**config.mk**
```make
export PLATFORM = sky130hd
export DESIGN_NAME = icache_fill_responder
export DESIGN_NICKNAME = d
export VERILOG_FILES = /design/src/rtl/icache_fill_responder.sv
export SDC_FILE = /design/constraint.sdc
export NUM_CORES = 1
export LEC_CHECK = 0
export ABC_AREA = 1
export BUFFER_PORTS_ARGS = -buffer_cell sky130_fd_sc_hd__buf_2
export CAP_MARGIN = 0
export CORE_ASPECT_RATIO = 1.25
export CORE_MARGIN = 5
export CORE_UTILIZATION = 35
export CTS_BUF_LIST = sky130_fd_sc_hd__clkbuf_16
export DETAILED_ROUTE_END_ITERATION = 10
export HOLD_SLACK_MARGIN = 0.12
export MAX_ROUTING_LAYER = met4
export RECOVER_POWER = 25
export SYNTH_ARGS = -nofsm -noshare
export SYNTH_HDL_FRONTEND = slang
export SYNTH_SLANG_ARGS = --single-unit
```
**constraint.sdc**
```tcl
create_clock -name clk -period 1.8 [get_ports clk]
set_input_delay 0.27 -clock clk [delete_from_list [all_inputs] [get_ports clk]]
set_output_delay 0.27 -clock clk [all_outputs]
set_load 0.02 [all_outputs]
```
**src/rtl/icache_fill_responder.sv**
```systemverilog
// Memory-side responder for the icache line fill: reads four SRAM words and returns them as beats.
// Define ICACHE_FILL_CWF_EN for critical-word-first ordering (default build: words 0,1,2,3).
module icache_fill_responder #(
   parameter int unsigned ACCESS_LAT = 2,
   parameter int unsigned ADDR_W     = 32
) (
   input  logic              clk,
   input  logic              reset_n,
   input  logic              mem_req,
   input  logic [ADDR_W-1:0] req_addr,
   output logic              mem_ready,
   output logic [31:0]       mem_data,
   output logic [1:0]        beat_num,
   output logic              bus_busy,
   output logic [ADDR_W-1:0] ram_addr,
   output logic              ram_rd_en,
   input  logic [31:0]       ram_rdata
);

   typedef enum logic [2:0] {IDLE, WAIT, READ, DRAIN, DONE} state_t;

   state_t            state;
   logic [3:0]        wait_cnt;
   logic [1:0]        issue_cnt;
   logic [1:0]        start_word;
   logic [1:0]        rd_word;
   logic [ADDR_W-5:0] base;
   logic [1:0]        word;
   logic              abort;
   logic              unused_addr_bits;

   assign unused_addr_bits = ^req_addr[3:0];

   // 2-bit add keeps the word index inside the 16-byte line
   always_comb begin
      word  = start_word + issue_cnt;
      abort = !mem_req && (state == WAIT || state == READ || state == DRAIN);
   end

   always_ff @(posedge clk or negedge reset_n) begin
      if (!reset_n) begin
         state      <= IDLE;
         wait_cnt   <= '0;
         issue_cnt  <= '0;
         start_word <= '0;
         rd_word    <= '0;
         base       <= '0;
         mem_ready  <= 1'b0;
         mem_data   <= '0;
         beat_num   <= '0;
         bus_busy   <= 1'b0;
         ram_addr   <= '0;
         ram_rd_en  <= 1'b0;
      end else begin
         // SRAM data for the read issued last cycle becomes this cycle's beat
         mem_ready <= ram_rd_en;
         if (ram_rd_en) begin
            mem_data <= ram_rdata;
            beat_num <= rd_word;
         end
         ram_rd_en <= 1'b0;

         if (abort) begin
            state     <= IDLE;
            bus_busy  <= 1'b0;
            mem_ready <= 1'b0;
         end else begin
            case (state)
               IDLE: begin
                  if (mem_req) begin
                     base      <= req_addr[ADDR_W-1:4];
`ifdef ICACHE_FILL_CWF_EN
                     start_word <= req_addr[3:2];
`else
                     start_word <= '0;
`endif
                     wait_cnt  <= 4'(ACCESS_LAT);
                     issue_cnt <= '0;
                     bus_busy  <= 1'b1;
                     state     <= (ACCESS_LAT == 0) ? READ : WAIT;
                  end
               end
               WAIT: begin
                  wait_cnt <= wait_cnt - 4'd1;
                  if (wait_cnt == 4'd1)
                     state <= READ;
               end
               READ: begin
                  ram_rd_en <= 1'b1;
                  ram_addr  <= {base, word, 2'b00};
                  rd_word   <= word;
                  issue_cnt <= issue_cnt + 2'd1;
                  if (issue_cnt == 2'd3)
                     state <= DRAIN;
               end
               DRAIN: state <= DONE;
               DONE: begin
                  if (!mem_req) begin
                     state    <= IDLE;
                     bus_busy <= 1'b0;
                  end
               end
               default: state <= IDLE;
            endcase
         end
      end
   end

endmodule

```
# Word level (Yosys, flattened, before mapping)
# Cells that the tools add are included.
[op_classes]
add_sub_neg = 2
n_eq_ne = 11
n_mux = 17
bitwise_logic = 1
reduce_logical = 14
[ops]
columns = ["cell", "count"]
rows = [
  ["3-bit 2-to-1 mux", 5],
  ["3-bit case mux with 5 select lines", 1],
  ["3-bit AND reduction", 4],
  ["4-bit case mux with 2 select lines", 1],
  ["3-bit by 2-bit == test with 1-bit output, second input constant", 2],
  ["1-bit 2-to-1 mux", 6],
  ["3-bit by 2-bit inequality test with 1-bit output, second input constant", 2],
  ["3-bit inequality test, second input constant", 2],
  ["4-bit by 1-bit == test with 1-bit output, second input constant", 1],
  ["4-bit 2-to-1 mux", 1],
  ["2-bit case mux with 2 select lines", 1],
  ["4-bit AND reduction", 1],
  ["2-bit nonzero test", 2],
  ["4-bit by 1-bit subtractor with 4-bit output, second input constant", 1],
  ["3-bit by 1-bit == test with 1-bit output, second input constant", 1],
  ["3-bit == test, second input constant", 1],
  ["3-bit zero test", 1],
  ["3-bit nonzero test", 1],
  ["2-bit by 1-bit adder with 2-bit output, second input constant", 1],
  ["2-bit == test, second input constant", 1],
  ["1-bit logical OR", 2],
  ["2-bit 2-to-1 mux", 1],
  ["2-bit inequality test, second input constant", 1],
  ["1-bit case mux with 2 select lines", 1],
  ["4 further kinds", 4],
]
[word_totals]
reg_bits = 106
input_bits = 67
output_inout_bits = 69
elab_cells = 56

# Longest topological paths before layout
# Gate-level depths: netlist (run 1).
[depth]
depth_word = 6
ltp_mapped = 9
depth_no_buf = 8

# Least setup slack after synthesis (run 1)
# OpenSTA, ideal clock, no wires.
[synth_timing]
path_kind = "reg-to-reg"
startpoint = "register ram_rd_en"
endpoint = "register mem_data[0]"
setup_ns = 0.117
arrival_time_ns = 1.202
required_time_ns = 1.683
setup_slack_ns = 0.481
path_stages_with_launch = 6
n_path_buf = 2
synth_period_minus_slack_ns = 1.319
cell_sequence = "dfrtp_1 -> clkbuf_1 -> clkinv_1 -> clkbuf_1 -> nand2_1 -> nand2_1"
[synth_rtl]
columns = ["element", "line_no", "rtl"]
rows = [
  ["start, declared", "16", "output logic ram_rd_en,"],
  ["start signal, assigned", "53", "ram_rd_en <= 1'b0;"],
  ["start signal, assigned", "61", "ram_rd_en <= 1'b0;"],
  ["start signal, assigned", "89", "ram_rd_en <= 1'b1;"],
  ["end signal, assigned", "58", "mem_data <= ram_rdata;"],
  ["end, declared", "12", "output logic [31:0] mem_data,"],
]

# Worst setup path in the final report (run 1)
[layout_timing]
startpoint = "register ram_rd_en"
endpoint = "output ram_rd_en"
# No word-level cell between the ends.

==> results of run 1 <==
## worst paths after layout
path / depth (start not counted) / from / endpoint / slack (ps)
min reg2reg: 2 / mem_data[22] / mem_data[22] / 470
max reg2reg: 4 / ram_rd_en / mem_data[26] / 310
min: 3 / req_addr[12] / base[8] / 130
max in group asynchronous: 3 / reset_n / base[27] / 450
max: 2 / ram_rd_en / ram_rd_en / 280
min in group asynchronous: 2 / reset_n / mem_data[0] / 400
## kinds of logic after synthesis
group / after synthesis / synth area share
flops: 104 / 0.635
compound gates: 68 / 0.0833
fa+ha+maj: 3 / 0.00916
other cells: 1 / 0.000915
buf+inv: 65 / 0.0735
simple gates: 203 / 0.198
## routing by layer
| metal | global-route usage | wire (um) | vias up |
|---|---|---|---|
| met3 | 0.0329 | 368 | 11 |
| met2 | 0.234 | 4780 | 67 |
| met4 | 0.0534 | 157 | 0 |
| met5 | - | 0 | - |
| li1 | - | - | 1634 |
| met1 | 0.165 | 4040 | 1531 |
## registers in the layout (all words and copies together), names as in the netlist, 2 cells and up
register	flops
state	3
beat_num	2
mem_data	32
issue_cnt	2
wait_cnt	4
ram_addr	29
base	28
## Yosys cell counts
cell and n:
buf_2 3, dfrtp_1 104, buf_6 5, nand2_1 179
buf_4 2, o22ai_1 1, o21ai_1 17, nand3_1 7
inv_4 1, conb_1 1, nor2_4 2, clkbuf_1 8
nand4_1 1, nor2_1 11, o21ai_0 49, clkbuf_2 5
nand2_4 1, inv_2 2, a21oi_1 1, clkinv_1 1
nor3_1 1, inv_1 38, ha_1 3, nor2_8 1
## layout make-up
| cell class | count | area, um^2 |
|---|---|---|
| fillers | 1143 | 6300 |
| flip-flops and latches | 104 | 2600 |
| multi-input cells | 276 | 1200 |
| repair buffers | 146 | 825 |
| clock buffers | 9 | 225 |
| well taps | 138 | 173 |
| inverters | 42 | 160 |
| clock inverters | 7 | 76.3 |
## power breakdown
part / internal, mW / switching, mW
registers: 3.43 / 0.529
logic: 1.20 / 2.42
clock network: 1.09 / 0.885
## critical path: stages, from the launching register on
cell,delay (ps)
dfrtp_1,350
buf_4,320
buf_2,230
## stage by stage
step                hold slack (ps)  instance area, um^2  utilization
global placement                108                 4870        0.421
finish                          130                 5260        0.455
global route                    126                 5260        0.455
CTS                             121                 5280        0.456
detailed placement              108                 4870        0.421
floorplan                     -25.6                 4100            -
==> run metrics, run 1 <==
first-pass GRT wire length=about 15 mm; Cell Area, Synth=between 0.004 and 0.005 mm^2; Peak VDD IR=roughly 0.50 mV; largest net degree at the start of global routing=60; DRC Markers=0; fmax=about 660 MHz; antenna-violating nets left=0; Cell Count Post-Placement=a little under 700; Final period util=0.842; critical path required time=1530 ps; final WL=~9.3 mm; I/O pin cnt=roughly 140; Initial Utilization=0.355; Setup WS post-layout=approximately 280 ps; # port buffers=between 100 and 150; CTS tree=done; Area Growth Syn to Fin=28.3%; ranking of synthesized cells by area=dfrtp_1, nand2_1, o21ai_0; Crit Path Class=reg2out; final hold vios=0; # Post-CTS Setup Buffers=0; synthesized instance count=around 440; nets=~650; grt ovf=0; initial antenna violation count=0; Die Ht=roughly 130 um; 1st-pass router iterations=4; total power=between 9 and 10 mW; CP Launch Type=register; total CTS buffers=9; post_cts resized=0; Tightest Pin Transition=632 ps; Clk Latency, worst-skew pair=340 ps; clock-pin slew on the worst setup and hold paths=around 70 ps; commonest non-fill, non-tap cells in the layout=nand2_1, buf_2, dfrtp_1; Core Region=approximately 0.012 mm^2; Hold Path Class=in2reg; gp weighted congestion=~0.73; Yosys Warn Count=0; Slew HR=0.576; Vias per Instance=around 4.5; post-synth top area cell=dfrtp_1; share of cells above drive strength 1=0.267; vias in the first global route=around 3200; status=completed; Fin Setup TNS=0 ps; # Max-Cap Violations=0; synthesized area per cell=about 9 um^2; post-synth cell types=24; leading cell type in the layout, fill and taps excluded=nand2_1; Yosys reg bits=roughly 100; diodes inserted=0; Leak=between 2 and 3 nW; # clock sinks=approximately 100; Place WS=291 ps; H-tree lvl count=3; routed vias=roughly 3200; post-detail-place hpwl=around 6.5 mm; top cell type's share of synthesized area=0.635; CTS root buf=clkbuf_16; Seq/Total Area, Yosys=0.635; row cnt=44; Setup violations, final=0; Crit Path Max Fanout=34; Total GRT Usage=0.140; Critical Path AT=1250 ps; pwr/cell area=1820 mW/mm^2; final max-slew violation count=0; post-layout min period=1520 ps; Die ar.=approximately 0.014 mm^2; DR iter-0 viols=approximately 180; chip width=107 um; average wire per standard cell=12.9 um; Clock Skew=between 6 and 7 ps; RSZ-0062 raised after global routing=false; Crit. End Element=output pin; final cell count without fillers=between 700 and 800; Hold-fix buffers, CTS=11; Clock Path Buffers=2
Note: power is estimated with default switching activity, not from simulation.
==> run 2, diff against run 1 <==
==> constraint.sdc (replaced) <==
create_clock -name clk -period 1.3 [get_ports clk]
set_input_delay 0.195 -clock clk [delete_from_list [all_inputs] [get_ports clk]]
set_output_delay 0.195 -clock clk [all_outputs]
set_load 0.02 [all_outputs]
==> run metrics, run 2 (synthesis gave the netlist of run 1 again) <==
status=finished, violations left; failing checks=setup timing; commonest non-fill, non-tap cells in the layout=nand2_1, buf_2, dfrtp_1; grt ovf=0; I/O pin cnt=~140; row cnt=44; Setup WS post-layout=-38.7 ps; Hold Path Class=in2reg; routed vias=between 3000 and 4000; initial antenna violation count=0; largest net degree at the start of global routing=60; CP Launch Type=register; internal reg-to-reg setup slack=-40 ps; H-tree lvl count=3; total CTS buffers=9; Leak=roughly 3.3 nW; CTS tree=done; final max-slew violation count=0; average wire per standard cell=~14 um; final hold vios=0; leading cell type in the layout, fill and taps excluded=nand2_1; Core Region=0.0116 mm^2; Clock Path Buffers=2; post-detail-place hpwl=about 6.6 mm; Slew HR=0.535; DR iter-0 viols=207; clock-pin slew on the worst setup and hold paths=around 70 ps; RSZ-0062 raised after global routing=true; Peak VDD IR=between 0.6 and 0.7 mV; DRC Markers=0; nets=~720; Total GRT Usage=0.162; Area Growth Syn to Fin=50.8%; Crit. End Element=register; Setup violations, final=20; Die ar.=0.0140 mm^2; pwr/cell area=2290 mW/mm^2; # port buffers=approximately 130; 1st-pass router iterations=4; max FFs per register=32; largest register by flop count=mem_data; post-layout min period=between 1000 and 1500 ps; antenna-violating nets left=0; chip width=between 100 and 150 um; biggest regs=mem_data: 32 flops, ram_addr: 29 flops, base: 28 flops; Vias per Instance=about 4.5; Fin Setup TNS=-173 ps; fmax=around 750 MHz; share of cells above drive strength 1=0.326; Crit Path Class=reg2reg; Die Ht=~130 um; CTS root buf=clkbuf_16; Critical Path AT=1600 ps; Clk Latency, worst-skew pair=between 300 and 400 ps; critical path required time=roughly 1600 ps; Clock Skew=roughly 6.7 ps; Initial Utilization=0.355; Final period util=1.03; first-pass GRT wire length=around 17 mm; Place WS=-62.6 ps; # clock sinks=approximately 100; gp weighted congestion=~0.78; vias in the first global route=between 3000 and 4000; Crit Path Max Fanout=11; # Max-Cap Violations=0; final WL=10.9 mm; Tightest Pin Transition=~700 ps
[run 2: cell count changes in the layout (fill, tap and decap cells not counted), moves of 13 or more]
cell and change:
dlygate4sd3_1 +50, nand2_1 -21, o21ai_0 -21, nand2_2 +16, buf_4 +14, o21ai_1 +13
[run 2: path summary, 6_finish.rpt]
kind / start / endpoint / depth (start not counted)
worst max-delay path: state[2] / base[0] / 7
worst min-delay path: mem_req / state[2] / 3
worst max register to register: state[2] / base[0] / 7
worst min register to register: mem_data[8] / mem_data[8] / 2
max in group asynchronous: reset_n / ram_addr[17] / 3
min in group asynchronous: reset_n / base[27] / 2
[run 2: critical path: stages, from the launching register on]
cell	delay (ps)
dfrtp_1	410
nor2_4	150
nand2_4	80
nor2_4	190
buf_12	160
buf_12	130
nand2_1	60
o21ai_1	90
[run 2: layer usage]
metal,vias to the layer above,track usage,wire length (um)
met5,-,-,0
met4,0,0.0880,387
met3,31,0.0241,346
met2,90,0.272,5620
met1,1701,0.188,4540
li1,1784,-,-
[run 2: what timing repair did]
item | 4_1_cts | 5_1_grt
cloned | 3 | 3
pin swaps | 2 | 2
hold buffers | 61 | 0
gates resized for setup | 23 | 48
setup endpoints to repair | 53 | 66
hold endpoints to repair | 164 | 0
setup buffers | 9 | 1
[run 2: cell type report]
type                    count  area, um^2
clock inverters             5        35.0
diodes                      1        2.50
repair buffers            220        1650
well taps                 138         173
clock buffers               9         225
inverters                  42         174
fillers                  1035        5380
flip-flops and latches    104        2600
multi-input cells         276        1330
[run 2: through the flow]
step           utilization  hold WS [ps]  area [um^2]  instances  total power, mW
2_1_floorplan            -          -101         4110        445             8.83
3_3_place_gp         0.430          56.5         4970        705             10.6
3_5_place_dp         0.430          57.1         4970        705             10.8
4_1_cts              0.523           202         6040        792             13.9
5_1_grt              0.535           257         6180        794             15.2
6_report             0.535           226         6180        795             14.2
[run 2: report_power, final]
group | total [mW] | internal (mW) | switching [mW] | leakage (nW)
clock | 2.43 | 1.28 | 1.15 | 0.128
combinational | 6.26 | 2.46 | 3.80 | 1.85
sequential | 5.47 | 4.76 | 0.715 | 1.29
total | 14.2 | 8.50 | 5.66 | 3.27
